## src/rtl/gain_ramp_sequencer.sv

```systemverilog
// Soft-start sequencer: walks the DAC gain code toward a target in bounded steps,
// one SPI-paced update pulse per step. Define GAIN_RAMP_LIMIT_EN to clamp targets below gain_limit.
module gain_ramp_sequencer #(
    parameter logic [15:0] INIT_GAIN   = 16'h0000,
    parameter int unsigned ACK_TIMEOUT = 16
) (
    input  logic        clk,
    input  logic        rstn,
    input  logic [15:0] target_gain,
    input  logic        target_valid,
    input  logic [15:0] step_size,
    input  logic [15:0] step_interval,
    input  logic        abort,
    input  logic        spi_ready,
    input  logic [15:0] gain_limit,
    output logic [15:0] gain_out,
    output logic        gain_update,
    output logic [15:0] current_gain,
    output logic        busy,
    output logic        done,
    output logic        ack_error
);

    typedef enum logic [2:0] {
        S_IDLE      = 3'd0,
        S_STEP      = 3'd1,
        S_ISSUE     = 3'd2,
        S_WAIT_ACK  = 3'd3,
        S_WAIT_DONE = 3'd4,
        S_INTERVAL  = 3'd5
    } state_t;

    localparam logic [15:0] ACK_LAST = 16'(ACK_TIMEOUT - 1);

    state_t      state_q, state_d;
    logic [15:0] tgt_q, tgt_d;
    logic [15:0] cur_q, cur_d;
    logic [15:0] gain_out_q, gain_out_d;
    logic        gain_update_q, gain_update_d;
    logic        busy_q, busy_d;
    logic        done_q, done_d;
    logic        ack_error_q, ack_error_d;
    logic        pend_q, pend_d;
    logic [15:0] cnt_q, cnt_d;

    logic [15:0] tgt_in_s;
    logic [15:0] step_tgt_s;
    logic [15:0] step_eff_s;
    logic [15:0] diff_s;
    logic [15:0] next_s;

`ifdef GAIN_RAMP_LIMIT_EN
    // A code must stay strictly below the limit; a zero limit pins the target to zero.
    function automatic logic [15:0] clamp_target(input logic [15:0] t, input logic [15:0] lim);
        if (lim == 16'h0000) begin
            clamp_target = 16'h0000;
        end else if (t >= lim) begin
            clamp_target = lim - 16'h0001;
        end else begin
            clamp_target = t;
        end
    endfunction

    assign tgt_in_s   = clamp_target(target_gain, gain_limit);
    assign step_tgt_s = clamp_target(tgt_q, gain_limit);
`else
    logic unused_limit_s;
    assign unused_limit_s = ^gain_limit;
    assign tgt_in_s       = target_gain;
    assign step_tgt_s     = tgt_q;
`endif

    // Next step value is derived from the distance so it can never wrap past either end.
    always_comb begin
        step_eff_s = (step_size == 16'h0000) ? 16'h0001 : step_size;
        diff_s     = (step_tgt_s >= cur_q) ? (step_tgt_s - cur_q) : (cur_q - step_tgt_s);
        if (diff_s <= step_eff_s) begin
            next_s = step_tgt_s;
        end else if (step_tgt_s > cur_q) begin
            next_s = cur_q + step_eff_s;
        end else begin
            next_s = cur_q - step_eff_s;
        end
    end

    // Sequencer next-state and output computation.
    always_comb begin
        state_d       = state_q;
        tgt_d         = tgt_q;
        cur_d         = cur_q;
        gain_out_d    = gain_out_q;
        gain_update_d = 1'b0;
        busy_d        = busy_q;
        done_d        = 1'b0;
        ack_error_d   = ack_error_q;
        pend_d        = pend_q;
        cnt_d         = cnt_q;

        case (state_q)
            S_IDLE: begin
                if (pend_q) begin
                    pend_d = 1'b0;
                    if (tgt_q == cur_q) begin
                        done_d = 1'b1;
                    end else begin
                        busy_d  = 1'b1;
                        state_d = S_STEP;
                    end
                end else begin
                    pend_d = 1'b0;
                end
            end
            S_STEP: begin
                tgt_d = step_tgt_s;
                if (abort) begin
                    busy_d  = 1'b0;
                    state_d = S_IDLE;
                end else if (step_tgt_s == cur_q) begin
                    done_d  = 1'b1;
                    busy_d  = 1'b0;
                    state_d = S_IDLE;
                end else begin
                    gain_out_d    = next_s;
                    cur_d         = next_s;
                    gain_update_d = 1'b1;
                    state_d       = S_ISSUE;
                end
            end
            S_ISSUE: begin
                cnt_d   = 16'h0000;
                state_d = S_WAIT_ACK;
            end
            S_WAIT_ACK: begin
                if (!spi_ready) begin
                    state_d = S_WAIT_DONE;
                end else if (cnt_q == ACK_LAST) begin
                    ack_error_d = 1'b1;
                    busy_d      = 1'b0;
                    state_d     = S_IDLE;
                end else begin
                    cnt_d = cnt_q + 16'h0001;
                end
            end
            S_WAIT_DONE: begin
                if (!spi_ready) begin
                    state_d = S_WAIT_DONE;
                end else if (cur_q == tgt_q) begin
                    done_d  = 1'b1;
                    busy_d  = 1'b0;
                    state_d = S_IDLE;
                end else if (abort) begin
                    busy_d  = 1'b0;
                    state_d = S_IDLE;
                end else begin
                    cnt_d   = 16'h0000;
                    state_d = S_INTERVAL;
                end
            end
            S_INTERVAL: begin
                if (abort) begin
                    busy_d  = 1'b0;
                    state_d = S_IDLE;
                end else if (cnt_q >= step_interval) begin
                    state_d = S_STEP;
                end else begin
                    cnt_d = cnt_q + 16'h0001;
                end
            end
            default: begin
                busy_d  = 1'b0;
                state_d = S_IDLE;
            end
        endcase

        // A new target always wins; from IDLE it is evaluated one cycle later.
        if (target_valid) begin
            tgt_d       = tgt_in_s;
            ack_error_d = 1'b0;
            pend_d      = (state_q == S_IDLE);
        end else begin
            tgt_d = tgt_d;
        end
    end

    // State and output registers.
    always_ff @(posedge clk or negedge rstn) begin
        if (!rstn) begin
            state_q       <= S_IDLE;
            tgt_q         <= INIT_GAIN;
            cur_q         <= INIT_GAIN;
            gain_out_q    <= INIT_GAIN;
            gain_update_q <= 1'b0;
            busy_q        <= 1'b0;
            done_q        <= 1'b0;
            ack_error_q   <= 1'b0;
            pend_q        <= 1'b0;
            cnt_q         <= 16'h0000;
        end else begin
            state_q       <= state_d;
            tgt_q         <= tgt_d;
            cur_q         <= cur_d;
            gain_out_q    <= gain_out_d;
            gain_update_q <= gain_update_d;
            busy_q        <= busy_d;
            done_q        <= done_d;
            ack_error_q   <= ack_error_d;
            pend_q        <= pend_d;
            cnt_q         <= cnt_d;
        end
    end

    assign gain_out     = gain_out_q;
    assign gain_update  = gain_update_q;
    assign current_gain = cur_q;
    assign busy         = busy_q;
    assign done         = done_q;
    assign ack_error    = ack_error_q;

endmodule

```

## config.mk

```make
export PLATFORM = sky130hd
export DESIGN_NAME = gain_ramp_sequencer
export DESIGN_NICKNAME = d
export VERILOG_FILES = /design/src/rtl/gain_ramp_sequencer.sv
export SDC_FILE = /design/constraint.sdc
export NUM_CORES = 1
export LEC_CHECK = 0
export BUFFER_PORTS_ARGS = -buffer_cell sky130_fd_sc_hd__buf_2
export CAP_MARGIN = 20
export CORE_MARGIN = 2
export CORE_UTILIZATION = 53
export DETAILED_ROUTE_END_ITERATION = 10
export PLACE_DENSITY = 0.88
export SYNTH_ARGS = -nofsm -noshare
export SYNTH_HDL_FRONTEND = slang
export SYNTH_SLANG_ARGS = --single-unit
```

## constraint.sdc

```tcl
create_clock -name clk -period 4.3 [get_ports clk]
set_clock_uncertainty 0.2 [all_clocks]
set_input_delay 0.86 -clock clk [delete_from_list [all_inputs] [get_ports clk]]
set_output_delay 0.86 -clock clk [all_outputs]
set_load 0.01 [all_outputs]
```

==> flow_summary.ini, run 1 <==
[timing]
report.final.slew_viol_count = 0
fin_crit_sh = 1.04
post-route-worst-setup-slack_ns = -0.192
rsz0062_at_grt = yes
final_hold_viol_count = 0
slew_headroom = 0.425
fmax_mhz = 223
worst_pin_slew_ns = 0.862
period_needed_ns = 4.49
finalSetupViolCount = 16

[setup_path]
crit_fanout = 7
crit_type = flip-flop to flip-flop
worstPathCellList = ha_4, inv_2, fa_2, a211oi_4, o211ai_1, nand3_2, nand3_4, buf_12, mux2i_2, o31a_1, o21a_1, xnor2_2, ha_1, nand4_1, nor2_2, a31oi_2, a21oi_4, buf_12, buf_8, mux2i_1, a21oi_1
critical_path.max_stage_delay_ns = 0.45
cpMostUsedCell = buf_12
start_kind = flip-flop
critPathTopFamily = compound AO/OA/AOI/OAI gates
endpoint_kind = flip-flop
crit_required_ns = 4.27
cpMaxStageDelayCell = dfrtp_1
crit_buf_inv = 4
cp.arrival_ns = 4.46

[global_routing]
grt_max_degree = 39
antenna_found_initial = 0
overflow = 0
grt_pass1_vias = 6339
grtUsageTotal = 0.288
grt_pass1_wl_um = 29800

[clocking]
clk_pin_slew_worst_paths_ns = 0.08
tritoncts = done
cts_buffers = 5
root_buffer = clkbuf_16
hold_buffers = 0
clk-insertion-delay-late_ns = 0.31
clock_path_buffers = 2
htreeDepth = 2
cts.sinks = 56

[synth]
yosys.area.top_type_share = 0.226
synthTopCellsByCount = inv_1 (84), ha_1 (80), a21oi_1 (69), o21ai_0 (69), nand2_1 (62)
ys_seq_elements = 56
synth_cells = 779
yosys_warnings = 0
postSynth.asyncResetShare = 1.00
synth_cell_type_count = 65
syn_area_um2 = 6190
avgSynthCellArea_um2 = 7.95
yosysSeqAreaShare = 0.226
synth.most_common_cell = inv_1
synth_largest_area_cell = dfrtp_1
synth_nets = 931
ys.flop_type = dfrtp_1
synth_edf_count = 0
synthTopCellsByArea = dfrtp_1 (23%), ha_1 (16%), a21oi_1 (5.6%)

[die]
core.rowCount = 39
die_x_um = 112
die_area_um2 = 12600
pin_count = 105
chipHeight_um = 112
core-area_um2 = 11400
start_util = 0.542

[power_and_ir_drop]
cellLeakagePower_uw = 0.00380
power_density_nw_per_um2 = 949
total_power_uw = 7340
peakVddDrop_uv = 620

[final_layout]
nets = 1089
antennaDiodeCount = 0
drive_gt1_frac = 0.267
syn_to_final_growth_pct = 24.8
final_util = 0.677

[placed_design]
dp_slack_ns = -0.302
dp_hpwl_um = 13700
port_buffers = 88
gp_congestion = 0.930

[route]
drt-wirelength-per-cell_um = 16.9
drt_first_pass_iters = 6
vias = 6469
finalWirelength_um = 18300
detail-route-antenna-nets = 0
drcViolationCount = 0
drtIter0Drc = 600
via_per_inst = 5.98

[run_status]
status = complete, but fails checks
violations = setup timing

[min_path]
hp-class = flip-flop to flip-flop

[job]
max_cap_viol_count = 0
==> stage by stage <==
stage	instances	hold WS, ns	area [um2]	setup TNS (ns)
after floorplan	779	0.307	6220	0
after global placement	1062	0.292	7300	-1.69
after detailed placement	1062	0.289	7300	-3.46
after CTS	1079	0.322	7670	-0.166
after global routing	1081	0.357	7730	-5.64
final	1081	0.326	7730	-2.35
==> power breakdown <==
part           switching [uW]  total (uW)  leakage [uW]  internal [uW]
logic                    3230        6150       0.00304           2920
clock network             200         418     0.0000671            218
registers                 114         766      0.000702            652
==> registers in the layout, summed over array words and instances, names as in the netlist <==
| name | cells |
|---|---|
| cnt_q | 16 |
| gain_out | 16 |
| step_tgt_s | 16 |
| state_q | 3 |
| ack_error | 1 |
| busy | 1 |
| done | 1 |
| gain_update | 1 |
| pend_q | 1 |
==> cells by family after synthesis <==
family | after synthesis | synth area share
flip-flops | 56 | 0.226
adder cells (fa/ha/maj) | 83 | 0.171
AND/OR/NAND/NOR | 214 | 0.170
multiplexers | 27 | 0.0442
AO/OA/AOI/OAI | 236 | 0.242
buffers and inverters | 125 | 0.0919
XOR/XNOR | 38 | 0.0537
==> layout by cell type, fill, tap and decap left out, drive strengths merged, types with 13 or more instances in the layout <==
cell type,count
buf,191
nor2,50
inv,84
a21o,15
ha,80
mux2i,24
a21oi,71
nand3,18
dfrtp,56
o21ai,70
nand4,13
xnor2,30
nand2,63
==> final timing paths <==
check	startpoint	to	slack (ns)	cells past startpoint
min in group asynchronous	rstn	step_tgt_s[3]	0.47	1
hold reg to reg	ack_error	ack_error	0.33	2
setup reg to reg	gain_out[0]	gain_out[8]	-0.19	21
setup / recovery	gain_out[0]	gain_out[8]	-0.19	21
hold / removal	ack_error	ack_error	0.33	2
max in group asynchronous	rstn	done	2.63	2
==> worst register-to-register path: stages, from the launching register on <==
cell and delay, ns:
dfrtp_1 0.45, ha_4 0.17, inv_2 0.04, fa_2 0.36, a211oi_4 0.26, o211ai_1 0.19, nand3_2 0.16, nand3_4 0.17
buf_12 0.20, mux2i_2 0.15, o31a_1 0.25, o21a_1 0.14, xnor2_2 0.14, ha_1 0.31, nand4_1 0.12, nor2_2 0.15
a31oi_2 0.12, a21oi_4 0.26, buf_12 0.16, buf_8 0.10, mux2i_1 0.19, a21oi_1 0.08
==> layout make-up <==
class | instances | area [um2]
multi-input cells | 598 | 4380
fillers | 848 | 3690
flip-flops and latches | 56 | 1400
repair buffers | 192 | 1300
inverters | 84 | 315
well taps | 143 | 179
clock buffers | 6 | 129
clock inverters | 2 | 16.3
==> layer usage <==
metal  global-route usage  up-vias  part of all wire
met5                    0        -                 0
met4               0.0886        0             0.024
met2                0.490      312              0.47
met3               0.0518       51             0.084
li1                     -     3074                 -
met1                0.373     3032              0.42
==> what timing repair did <==
| action | CTS | global route |
|---|---|---|
| resized for setup | 35 | 14 |
| cloned | 2 | 0 |
| endpoints found under the setup margin | 16 | 16 |
| setup buffers | 7 | 2 |
| pin swaps | 22 | 18 |
(Power assumes the default switching activity.)
==> inputs of run 2 (changes only) <==
Settings changed: ABC_AREA set to 1, CORE_UTILIZATION 53 to 54, CTS_BUF_LIST set to sky130_fd_sc_hd__clkbuf_2 sky130_fd_sc_hd__clkbuf_4 sky130_fd_sc_hd__clkbuf_8, PLACE_DENSITY 0.88 to 0.89.
==> flow_summary.ini, run 2 <==
[run_status]
status = finished clean

[synth]
synthTopCellsByArea = dfrtp_1 (21%), ha_1 (15%), nand2_1 (14%)
synth_nets = 1181
synthTopCellsByCount = nand2_1 (260), inv_1 (159), ha_1 (80)
syn_area_um2 = 6740
yosysSeqAreaShare = 0.208
synth_cells = 1029
yosys_warnings = 0
postSynth.asyncResetShare = 1.00
synth.most_common_cell = nand2_1
synth_largest_area_cell = dfrtp_1
synth_edf_count = 0
avgSynthCellArea_um2 = 6.55
ys_seq_elements = 56
yosys.area.top_type_share = 0.208
synth_cell_type_count = 47
ys.flop_type = dfrtp_1

[placed_design]
port_buffers = 88
gp_congestion = 1.00
place_inst = 1285
dp_hpwl_um = 16100

[die]
pin_count = 105
start_util = 0.556
core-area_um2 = 12100
die_x_um = 116
core.rowCount = 40
die_area_um2 = 13400
chipHeight_um = 116

[route]
detail-route-antenna-nets = 0
drt-wirelength-per-cell_um = 15.0
finalWirelength_um = 19600
drtIter0Drc = 504
via_per_inst = 5.43
vias = 7082
drcViolationCount = 0
drt_first_pass_iters = 5

[timing]
final_hold_viol_count = 0
report.final.slew_viol_count = 0
worst_pin_slew_ns = 0.720
fin_crit_sh = 0.952
fmax_mhz = 244
slew_headroom = 0.520
finalSetupViolCount = 0
period_needed_ns = 4.09
setup_tns_ns = 0

[global_routing]
grt_max_degree = 36
antenna_found_initial = 0
grtUsageTotal = 0.299
grt_pass1_vias = 6637
grt_pass1_wl_um = 31600
overflow = 0

[power_and_ir_drop]
peakVddDrop_uv = 479
cellLeakagePower_uw = 0.00426
power_density_nw_per_um2 = 829
total_power_uw = 6360

[clocking]
hold_buffers = 0
htreeDepth = 2
clk-insertion-delay-late_ns = 0.31
cts_buffers = 5
root_buffer = clkbuf_8
clock_path_buffers = 2
tritoncts = done
clk_pin_slew_worst_paths_ns = 0.09
cts.sinks = 56

[final_layout]
layout_commonest_cell = nand2_1
nets = 1289
antennaDiodeCount = 0
syn_to_final_growth_pct = 13.8
drive_gt1_frac = 0.168
final_util = 0.633
mostFrequentLayoutCells = nand2_1 (254), inv_1 (157), buf_2 (88)
multi_input_area_um2 = 4520
fillerInstances = 1126
fin_cells = 1305
regArea_um2 = 1400

[setup_path]
critPathTopFamily = simple AND/OR/NAND/NOR gates
crit_fanout = 20
cp.arrival_ns = 4.06
cpMostUsedCell = nand2_2
ff2ff_setup_slack_ns = 0.21
start_kind = flip-flop
crit_required_ns = 4.27
crit_buf_inv = 9
critical_path.max_stage_delay_ns = 0.40
cpMaxStageDelayCell = dfrtp_1
endpoint_kind = flip-flop
crit_type = flip-flop to flip-flop

[min_path]
hp-class = flip-flop to flip-flop

[job]
max_cap_viol_count = 0
-- run 2: cell types whose count changed in the layout (fill, tap and decap cells not counted), sizes merged, moves of 9 or more --
cell / delta
xor2: +32
nor2b: -10
o31ai: -10
inv: +79
nand3: +31
xnor2: -23
buf: -55
nor2: +35
nand2: +205
a21o: -10
o21ai: +24
or3: -9
mux2i: -24
-- run 2: worst min-delay path: stages, from the launching register on --
cell,delay (ns)
dfrtp_1,0.35
nand2_1,0.05
nand2_1,0.05
-- run 2: logic make-up (layout without fill, tap and decap cells) --
logic type               after synthesis  count (layout)  share of synthesized area
AND/OR/NAND/NOR                      441             441                      0.278
AO/OA/AOI/OAI                        202             202                      0.165
flip-flops                            56              56                      0.208
buffers and inverters                200             308                      0.130
XOR/XNOR                              47              47                     0.0611
adder cells (fa/ha/maj)               83              83                      0.158
-- run 2: timing repair --
| action | CTS | global route |
|---|---|---|
| resized for setup | 0 | 30 |
| setup endpoints to repair | 0 | 16 |
| endpoints found under the hold margin | 0 | 0 |
| buffers inserted | 0 | 13 |
-- run 2: path summary, 6_finish.rpt --
check | cells after the start | endpoint | start
setup reg to reg | 28 | gain_out[11] | step_tgt_s[0]
max in group asynchronous | 2 | step_tgt_s[7] | rstn
hold reg to reg | 2 | busy | busy
setup / recovery | 28 | gain_out[11] | step_tgt_s[0]
min in group asynchronous | 1 | cnt_q[15] | rstn
hold / removal | 2 | busy | busy
-- run 2: area by class of cell --
cell class | count | share of cell area
Multi-Input combinational cell | 773 | 0.589
Sequential cell | 56 | 0.183
Timing Repair Buffer | 136 | 0.108
Inverter | 165 | 0.0818
Tap cell | 168 | 0.0274
Clock buffer | 6 | 0.00995
Clock inverter | 1 | 0.000653
-- run 2: metal layers --
layer / part of all wire / vias up / track usage
met2: 0.46 / 283 / 0.487
li1: - / 3512 / -
met5: 0 / - / 0
met1: 0.44 / 3235 / 0.411
met3: 0.071 / 52 / 0.0340
met4: 0.036 / 0 / 0.110
-- run 2: power by group --
| group | total, uW | internal [uW] | switching [uW] |
|---|---|---|---|
| Sequential | 736 | 649 | 86.5 |
| Clock | 281 | 118 | 163 |
| Combinational | 5340 | 1990 | 3350 |
| Total | 6360 | 2760 | 3600 |
-- run 2: through the flow --
stage	hold slack, ns	area, um2	worst slack [ns]
floorplan	0.305	6740	0.510
global placement	0.257	7410	0.184
detailed placement	0.278	7410	0.102
CTS	0.303	7490	0.0883
global route	0.327	7670	-0.0740
finish	0.289	7670	0.206
